File: config.mk
export PLATFORM = sky130hd
export DESIGN_NAME = cfg_delay_line
export DESIGN_NICKNAME = d
export VERILOG_FILES = /design/src/rtl/cfg_delay_pkg.sv /design/src/rtl/delay_stage_chain.sv /design/src/rtl/cfg_delay_line.sv
export SDC_FILE = /design/constraint.sdc
export NUM_CORES = 1
export LEC_CHECK = 0
export ABC_CLOCK_PERIOD_IN_PS = 30400
export CORE_ASPECT_RATIO = 0.6
export CORE_UTILIZATION = 45
export CTS_CLUSTER_SIZE = 14
export DETAILED_ROUTE_END_ITERATION = 10
export SLEW_MARGIN = 5
export SYNTH_ARGS = -nofsm -noshare
export SYNTH_HDL_FRONTEND = slang
export SYNTH_SLANG_ARGS = --single-unit
File: constraint.sdc
create_clock -name clk -period 30.4 [get_ports clk]
set_clock_uncertainty 0.05 [all_clocks]
set_input_delay 4.56 -clock clk [delete_from_list [all_inputs] [get_ports clk]]
set_output_delay 4.56 -clock clk [all_outputs]
set_load 0.05 [all_outputs]
File: src/rtl/cfg_delay_pkg.sv
// cfg_delay_pkg
//   Shared types and constants for the runtime-configured delay line:
//   config FSM state encoding, register addresses and config bus width.
package cfg_delay_pkg;

  localparam int CFG_W = 8;

  localparam logic [1:0] ADDR_WIDTH = 2'd0;
  localparam logic [1:0] ADDR_DELAY = 2'd1;
  localparam logic [1:0] ADDR_COUNT = 2'd2;

  typedef enum logic [1:0] {
    IDLE = 2'd0,
    EXEC = 2'd1,
    ACK  = 2'd2
  } state_t;

endpackage

File: src/rtl/delay_stage_chain.sv
// delay_stage_chain
//   MAX_DELAY-deep shift register of {valid, data} with synchronous clear,
//   a runtime tap select and a popcount of valid bits in the active window.
// Ports
//   clk, rst       clock, async active-high reset
//   clr            synchronous clear of every stage (input dropped that edge)
//   in_valid/data  stage 0 capture; data is zeroed when valid is low
//   delay          active length, 1..MAX_DELAY; tap is stage delay-1
//   out_valid/data tapped stage
//   vld_cnt        set valid bits in stages 0..delay-1, saturated to 255
module delay_stage_chain #(
  parameter int DATA_W    = 8,
  parameter int MAX_DELAY = 16
) (
  input  logic              clk,
  input  logic              rst,
  input  logic              clr,
  input  logic              in_valid,
  input  logic [DATA_W-1:0] in_data,
  input  logic [7:0]        delay,
  output logic              out_valid,
  output logic [DATA_W-1:0] out_data,
  output logic [7:0]        vld_cnt
);

  logic [MAX_DELAY-1:0]             vld_pipe;
  logic [MAX_DELAY-1:0][DATA_W-1:0] dat_pipe;
  int                               cnt;

  always_ff @(posedge clk or posedge rst) begin
    if (rst) begin
      vld_pipe <= '0;
      dat_pipe <= '0;
    end else if (clr) begin
      vld_pipe <= '0;
      dat_pipe <= '0;
    end else begin
      vld_pipe[0] <= in_valid;
      // Data rides with valid so an empty stage always reads as zero.
      dat_pipe[0] <= in_valid ? in_data : '0;
      for (int i = 1; i < MAX_DELAY; i++) begin
        vld_pipe[i] <= vld_pipe[i-1];
        dat_pipe[i] <= dat_pipe[i-1];
      end
    end
  end

  // Compare-based tap/window select avoids a variable index whose width
  // depends on MAX_DELAY.
  always_comb begin
    out_valid = 1'b0;
    out_data  = '0;
    cnt       = 0;
    for (int i = 0; i < MAX_DELAY; i++) begin
      if (i == int'(delay) - 1) begin
        out_valid = vld_pipe[i];
        out_data  = dat_pipe[i];
      end
      if (i < int'(delay) && vld_pipe[i]) cnt++;
    end
  end

  assign vld_cnt = (cnt > 255) ? 8'hFF : cnt[7:0];

endmodule

File: src/rtl/cfg_delay_line.sv
// cfg_delay_line
//   Registered sampler with runtime width mask and cycle delay, configured
//   over a four-phase req/ack port (IDLE -> EXEC -> ACK).
// Ports
//   clk, rst               clock, async active-high reset
//   in_valid, in_data      input sample, no back-pressure
//   out_valid, out_data    sample delayed by 'delay' cycles, masked by 'width'
//   cfg_req/wr/addr/wdata  config request (latched on req in IDLE)
//   cfg_ack/rdata/err      config response, rdata/err valid while ack
//   busy                   accepted delay write executing; input dropped
module cfg_delay_line
  import cfg_delay_pkg::*;
#(
  parameter int DATA_W    = 8,
  parameter int MAX_DELAY = 16,
  parameter int DEF_WIDTH = 8,
  parameter int DEF_DELAY = 2
) (
  input  logic              clk,
  input  logic              rst,
  input  logic              in_valid,
  input  logic [DATA_W-1:0] in_data,
  output logic              out_valid,
  output logic [DATA_W-1:0] out_data,
  input  logic              cfg_req,
  input  logic              cfg_wr,
  input  logic [1:0]        cfg_addr,
  input  logic [CFG_W-1:0]  cfg_wdata,
  output logic              cfg_ack,
  output logic [CFG_W-1:0]  cfg_rdata,
  output logic              cfg_err,
  output logic              busy
);

  state_t            state, state_nxt;
  logic              lat_wr;
  logic [1:0]        lat_addr;
  logic [CFG_W-1:0]  lat_wdata;
  logic [7:0]        width_q, delay_q;
  logic [DATA_W-1:0] mask;
  logic              wd_ok_w, wd_ok_d;
  logic              exec_wr_width, exec_wr_delay;
  logic [CFG_W-1:0]  rd_val;
  logic              rd_err;
  logic [7:0]        vld_cnt;

  assign wd_ok_w = (lat_wdata != '0) && (int'(lat_wdata) <= DATA_W);
  assign wd_ok_d = (lat_wdata != '0) && (int'(lat_wdata) <= MAX_DELAY);

  assign exec_wr_width = (state == EXEC) && lat_wr && (lat_addr == ADDR_WIDTH) && wd_ok_w;
  assign exec_wr_delay = (state == EXEC) && lat_wr && (lat_addr == ADDR_DELAY) && wd_ok_d;

  assign busy    = exec_wr_delay;
  assign cfg_ack = (state == ACK);

  always_ff @(posedge clk or posedge rst) begin
    if (rst) state <= IDLE;
    else     state <= state_nxt;
  end

  always_comb begin
    state_nxt = state;
    case (state)
      IDLE:    if (cfg_req) state_nxt = EXEC;
      EXEC:    state_nxt = ACK;
      ACK:     if (!cfg_req) state_nxt = IDLE;
      default: state_nxt = IDLE;
    endcase
  end

  // Response for the latched access; writes return rdata=0.
  always_comb begin
    rd_val = '0;
    rd_err = 1'b0;
    case (lat_addr)
      ADDR_WIDTH: if (lat_wr) rd_err = !wd_ok_w; else rd_val = width_q;
      ADDR_DELAY: if (lat_wr) rd_err = !wd_ok_d; else rd_val = delay_q;
      ADDR_COUNT: if (lat_wr) rd_err = 1'b1;     else rd_val = vld_cnt;
      default:    rd_err = 1'b1;
    endcase
  end

  always_ff @(posedge clk or posedge rst) begin
    if (rst) begin
      lat_wr    <= 1'b0;
      lat_addr  <= '0;
      lat_wdata <= '0;
      width_q   <= 8'(DEF_WIDTH);
      delay_q   <= 8'(DEF_DELAY);
      cfg_rdata <= '0;
      cfg_err   <= 1'b0;
    end else begin
      if (state == IDLE && cfg_req) begin
        lat_wr    <= cfg_wr;
        lat_addr  <= cfg_addr;
        lat_wdata <= cfg_wdata;
      end
      if (exec_wr_width) width_q <= lat_wdata;
      if (exec_wr_delay) delay_q <= lat_wdata;
      if (state == EXEC) begin
        cfg_rdata <= rd_val;
        cfg_err   <= rd_err;
      end else if (state == ACK && !cfg_req) begin
        cfg_rdata <= '0;
        cfg_err   <= 1'b0;
      end
    end
  end

  // Mask from the current width; a new width therefore affects captures
  // from the edge after EXEC, in-flight samples keep their old mask.
  always_comb begin
    mask = '0;
    for (int i = 0; i < DATA_W; i++) mask[i] = (i < int'(width_q));
  end

  delay_stage_chain #(
    .DATA_W    (DATA_W),
    .MAX_DELAY (MAX_DELAY)
  ) u_chain (
    .clk       (clk),
    .rst       (rst),
    .clr       (exec_wr_delay),
    .in_valid  (in_valid),
    .in_data   (in_data & mask),
    .delay     (delay_q),
    .out_valid (out_valid),
    .out_data  (out_data),
    .vld_cnt   (vld_cnt)
  );

endmodule
==> impl_metrics.yaml, run 1 <==
global_routing:
  grt_max_degree: 122
  grt_use_met3_pct: 4.32
  grt_pass1_wl_um: 36200
  grt_usage_pct: 21.6
  met2_usage_pct: 27.0
  grt_pass1_vias: 6656
  grtUsageMet1_pct: 36.2
  antenna_found_initial: 0
  top_usage_layer: "met1"
  grt_overflow: 0
routing:
  viasPerCell: 5.50
  wl_um: 21500
  ant_nets: 0
  wire_per_inst_um: 17.1
  drc: 0
  initialDrtViolationCount: 649
  drtPass1Iterations: 7
  vias: 6929
setup_path:
  ff2ff_setup_slack_ns: 19.76
  r2r_start: "delay_q[4]"
  reg2reg_depth: 52
  crit_slowest_cell: "nor4b_1"
  crit_fanout: 18
  worstSetupEndpointType: "flip-flop"
  crit_type: "reg2reg"
  path_common_cell: "ha_1"
  crit_path_start_kind: "flip-flop"
  required_ns: 30.71
  max_stage_delay_ns: 0.71
  worstPathArrival_ns: 10.95
  r2r-end: "cfg_rdata[5]"
clocking:
  postCtsSetupBuffers: 0
  cts_sinks: 182
  cts_max_path_buffers: 2
  path_clk_slew_ns: 0.07
  cts-buffers-inserted: 17
  hold_buffers: 0
  clk_latency_ns: 0.44
  cts_resized: 0
  cts_tree: "yes"
  htree_levels: 4
  cts_root_buf: "clkbuf_16"
logic_synthesis:
  synth_ff_type: "dfrtp_1"
  syn_inst: 944
  synth_top_family_by_area: "simple AND/OR/NAND/NOR gates"
  synth-simple-area-share_pct: 24.3
  synth_area_leaders: "dfrtp_1 48%, and2_1 9.6%, nand2_1 4.2%"
  yosys-top-cells-count: "180 x dfrtp_1, 145 x and2_1, 107 x nand2_1"
  synthAdderAreaFrac_pct: 2.57
  syn_area_mm2: 0.00946
  yosysSeqAreaShare_pct: 48.2
  yosysWarnings: 0
  syn_area_per_cell_um2: 10.0
  synth_top_area_share_pct: 47.6
  synthesis.nets: 983
  ys_seq_elements: 182
  synth_xor_area_share_pct: 4.56
  synth_top_area_cell: "dfrtp_1"
  synth_most_common_cell: "dfrtp_1"
  synth_cell_types: 90
  synth-compound-area-share_pct: 15.0
  synth_edf_count: 0
  synthMuxAreaShare_pct: 2.90
  synthArstFlopShare_pct: 100
hold_path:
  min_path_type: "reg2reg"
  whs_path_depth: 1
  hold_path.startpoint: "u_chain.dat_pipe[49]"
  holdPathEnd: "u_chain.dat_pipe[57]"
sta:
  timing.final.crit_share_pct: 35.0
  rsz0062_at_grt: "false"
  whs_ns: 0.418
  max-slew-margin-rel_pct: 17.7
  hold_viol: 0
  worst_slack_ns: 19.76
  max_slew.worst_pin.slew_ns: 1.22
  finalCriticalPeriod_ns: 10.64
  tns_ns: 0
  finalSetupViolations: 0
  fmax_mhz: 94.0
  drv_slew: 0
floorplanning:
  die_x_um: 189
  coreArea_mm2: 0.0203
  die_y_um: 114
  ioPinCount: 43
  die_area_mm2: 0.0216
  rows: 40
  initial_core_util_pct: 46.6
finish:
  diodes: 0
  n_fill_cell: 1851
  drive_gt1_share_pct: 9.52
  area_delta_synth_final_pct: 13.1
  nets: 1013
placement:
  place_ws_ns: 19.92
  place_congestion: 0.856
  hpwlAfterDp_um: 15100
  portBuffers: 42
job:
  maxCapViolCount: 0
pwr:
  p_per_area_mw_per_mm2: 85.0
  leakagePower_nw: 4.92
  ir_worst_vdd_uv: 72.1
status:
  status: "complete, no violations"
==> worst max-delay path by stage <==
| stage | from | end | slack (ns) | cells past startpoint |
|---|---|---|---|---|
| floorplan | delay_q[4] | cfg_rdata[6] | 20.81 | 53 |
| global placement | delay_q[4] | cfg_rdata[5] | 20.21 | 52 |
| detailed placement | delay_q[4] | cfg_rdata[5] | 19.92 | 52 |
| CTS | delay_q[4] | cfg_rdata[5] | 19.90 | 52 |
| global route | delay_q[4] | cfg_rdata[6] | 18.98 | 53 |
| finish | delay_q[4] | cfg_rdata[5] | 19.76 | 52 |
==> sequential cells by signal (all words and copies together) (netlist names) <==
name and flops:
lat_wdata 8, u_chain.vld_pipe 16, u_chain.dat_pipe 128, state 2
cfg_rdata 8, lat_wr 1, cfg_err 1, lat_addr 2
delay_q 8, width_q 8
==> placed cells by master (no fill, tap or decap), types with 7 or more instances in the layout <==
cell type	synthesis	routed
a211oi_1	7	7
a21oi_1	30	30
a221o_1	7	7
a221oi_1	8	8
a222oi_1	11	11
a22oi_1	16	16
a31oi_1	7	7
and2_1	145	145
and3_1	12	12
buf_4	0	8
clkbuf_16	0	17
clkdlybuf4s50_1	0	42
dfrtp_1	180	180
ha_1	16	16
inv_1	16	15
mux2_2	18	18
nand2_1	107	107
nand3_1	38	37
nor2_1	47	47
nor2b_1	11	11
nor3_1	10	10
o211ai_1	9	9
o21a_1	8	8
o21ai_0	39	39
or3_1	7	7
xnor2_1	18	18
xor2_1	8	8
==> critical path, delay by kind of cell, from the launching register on <==
kind	cells	cell delay [ns]
fa+ha+maj	12	3.54
compound gates	17	2.92
mux	1	0.27
buf+inv	5	0.55
simple gates	15	2.44
xor+xnor	2	0.33
flops	1	0.45
==> metal layers <==
metal / part of all wire, % / wire [µm] / vias up
met5: 0 / 0 / -
met1: 57 / 12300 / 3321
met4: 0.91 / 195 / 0
met2: 36 / 7820 / 164
li1: - / - / 3428
met3: 5.7 / 1240 / 16
==> final cells by class <==
type	instances	area, µm²	share of cell area (%)
multi-input cells	704	4680	43.7
flip-flops and latches	182	4560	42.6
repair buffers	50	480	4.49
clock buffers	18	439	4.10
well taps	273	342	3.19
clock inverters	14	125	1.17
inverters	19	76.3	0.713
==> stage by stage <==
stage	util [%]	cell area (µm²)	total power, mW	cells
5_1_grt	52.7	10700	0.976	1260
2_1_floorplan	-	9460	0.609	944
6_report	52.7	10700	0.909	1260
3_3_place_gp	49.9	10100	0.692	1228
4_1_cts	52.7	10700	0.911	1260
3_5_place_dp	49.9	10100	0.695	1228
==> report_power, final <==
group          internal, mW  switching [mW]  total [mW]
Sequential            0.269          0.0309       0.300
Combinational         0.164           0.231       0.395
Clock                 0.116          0.0981       0.214
Total                 0.549           0.360       0.909
==> logic make-up (layout without fill, tap and decap cells) <==
kind of cell / Yosys count / after routing
AOI/OAI and AO/OA: 196 / 196
xor gates and xnor gates: 36 / 36
and+or+nand+nor: 427 / 427
buffers and inverters: 58 / 101
muxes: 25 / 25
DFF: 182 / 182
adders and majority gates: 20 / 20
Power figures use the tool's default switching activity.
==> inputs of run 2 (changes only) <==
- ABC_CLOCK_PERIOD_IN_PS: 30400 -> 9600
- clock period: 30.4 -> 9.6 ns (I/O delays scaled with it)
==> run 2 against run 1 <==
Worst setup slack worse by 19 ns. Count of clock-buffer cells in the layout is 4 higher. Worst hold slack better by 0.0012 ns. First-iteration DRC count is 1.7% lower. Critical path depth is 1 higher. Critical endpoint is now cfg_rdata[6]. Cell count increased by 1.4%.
==> impl_metrics.yaml, run 2 (synthesized netlist as in run 1, its figures left out) <==
finish:
  mostFrequentLayoutCells: "178 x dfrtp_1, 145 x and2_1, 102 x nand2_1"
  drive_gt1_share_pct: 13.3
  reg_top3: "u_chain.dat_pipe (128), u_chain.vld_pipe (16)"
  largest-register: "u_chain.dat_pipe"
  seqCellArea_mm2: 0.00456
  layout_commonest_cell: "dfrtp_1"
  area_delta_synth_final_pct: 16.6
  multiInputGateArea_mm2: 0.00483
  instances_no_fill: 1278
  n_fill_cell: 1814
  diodes: 0
  largest_reg_flops: 128
  nets: 1032
setup_path:
  crit_buf_inv: 4
  worstPathArrival_ns: 9.50
  worstSetupEndpointType: "flip-flop"
  crit_family: "adder cells"
  path_common_cell: "ha_1"
  crit_type: "reg2reg"
  required_ns: 9.90
  ff2ff_setup_slack_ns: 0.40
  max_stage_delay_ns: 0.56
  crit_path_start_kind: "flip-flop"
  crit_fanout: 8
  crit_slowest_cell: "or4_4"
sta:
  finalCriticalPeriod_ns: 9.20
  whs_ns: 0.419
  timing.final.crit_share_pct: 95.9
  max-slew-margin-rel_pct: 24.3
  hold_viol: 0
  drv_slew: 0
  fmax_mhz: 109
  finalSetupViolations: 0
  max_slew.worst_pin.slew_ns: 1.13
pwr:
  ir_worst_vdd_uv: 157
  p_per_area_mw_per_mm2: 287
  leakagePower_nw: 5.06
floorplanning:
  coreArea_mm2: 0.0203
  ioPinCount: 43
  die_area_mm2: 0.0216
  die_y_um: 114
  die_x_um: 189
  initial_core_util_pct: 46.6
  rows: 40
routing:
  initialDrtViolationCount: 638
  wire_per_inst_um: 17.3
  highest_layer: "met4"
  met3_length_um: 1350
  wl_met2_um: 8560
  drc: 0
  drtPass1Iterations: 6
  vias: 7096
  wl_met1_um: 12000
  ant_nets: 0
  wl_um: 22200
  viasPerCell: 5.55
clocking:
  cts_max_path_buffers: 2
  path_clk_slew_ns: 0.07
  cts_sinks: 182
  htree_levels: 4
  cts_tree: "yes"
  clk_latency_ns: 0.44
  hold_buffers: 0
  cts_root_buf: "clkbuf_16"
  cts-buffers-inserted: 17
global_routing:
  grt_overflow: 0
  grt_pass1_wl_um: 36700
  grt_max_degree: 134
  grt_pass1_vias: 6796
  antenna_found_initial: 0
  grt_usage_pct: 21.7
status:
  status: "complete, no violations"
placement:
  hpwlAfterDp_um: 15400
  place_congestion: 0.906
  portBuffers: 42
  dp_cells: 1240
job:
  maxCapViolCount: 0
hold_path:
  min_path_type: "reg2reg"
run 2: cell count changes in the layout (fill, tap and decap cells not counted), moves of 3 or more:
cell,previous run,this run
buf_4,8,27
bufinv_16,1,4
clkbuf_1,0,4
ha_1,16,11
ha_4,0,4
inv_6,5,1
nand2_1,107,102
nand2_2,1,5
nor2_1,47,43
o21ai_0,39,35
o21ai_2,1,4
run 2: power by group:
group,switching (mW),leakage (nW),total (mW),internal (mW)
logic,0.840,2.30,1.49,0.653
clock network,0.293,0.294,0.733,0.440
registers,0.0918,2.46,0.945,0.853
run 2: final cells by class:
cell class | count | area share [%]
Timing Repair Buffer | 69 | 5.65
Inverter | 19 | 0.692
Tap cell | 273 | 3.10
Clock buffer | 22 | 4.12
Multi-Input combinational cell | 704 | 43.7
Clock inverter | 9 | 1.37
Sequential cell | 182 | 41.3
run 2: metrics by stage:
step	power [mW]	setup WS, ns	utilization, %	instance area (µm²)	TNS, ns
after floorplan	1.93	0.00772	-	9460	0
after global placement	2.24	0.133	50.3	10200	0
after detailed placement	2.26	-0.280	50.3	10200	-0.548
after CTS	3.03	0.00939	53.5	10900	0
after global routing	3.37	-0.0596	54.3	11000	-0.0818
final	3.17	0.398	54.3	11000	0
run 2: metal layers:
layer	vias to the layer above	GRT usage (%)
li1	3457	-
met1	3433	35.6
met2	194	28.1
met3	12	4.60
met4	0	5.22
met5	-	0
run 2: path summary, 6_finish.rpt:
path / from / end / cells after the start
setup / recovery: delay_q[5] / cfg_rdata[6] / 53
setup reg to reg: delay_q[5] / cfg_rdata[6] / 53
min in group asynchronous: rst / u_chain.dat_pipe[1] / 2
max in group asynchronous: rst / u_chain.dat_pipe[122] / 4
hold reg to reg: u_chain.dat_pipe[49] / u_chain.dat_pipe[57] / 1
hold / removal: u_chain.dat_pipe[49] / u_chain.dat_pipe[57] / 1
run 2: what timing repair did:
item,CTS,global route
gates resized for setup,11,27
pin swaps,2,11
setup endpoints to repair,3,6
setup buffers,1,6
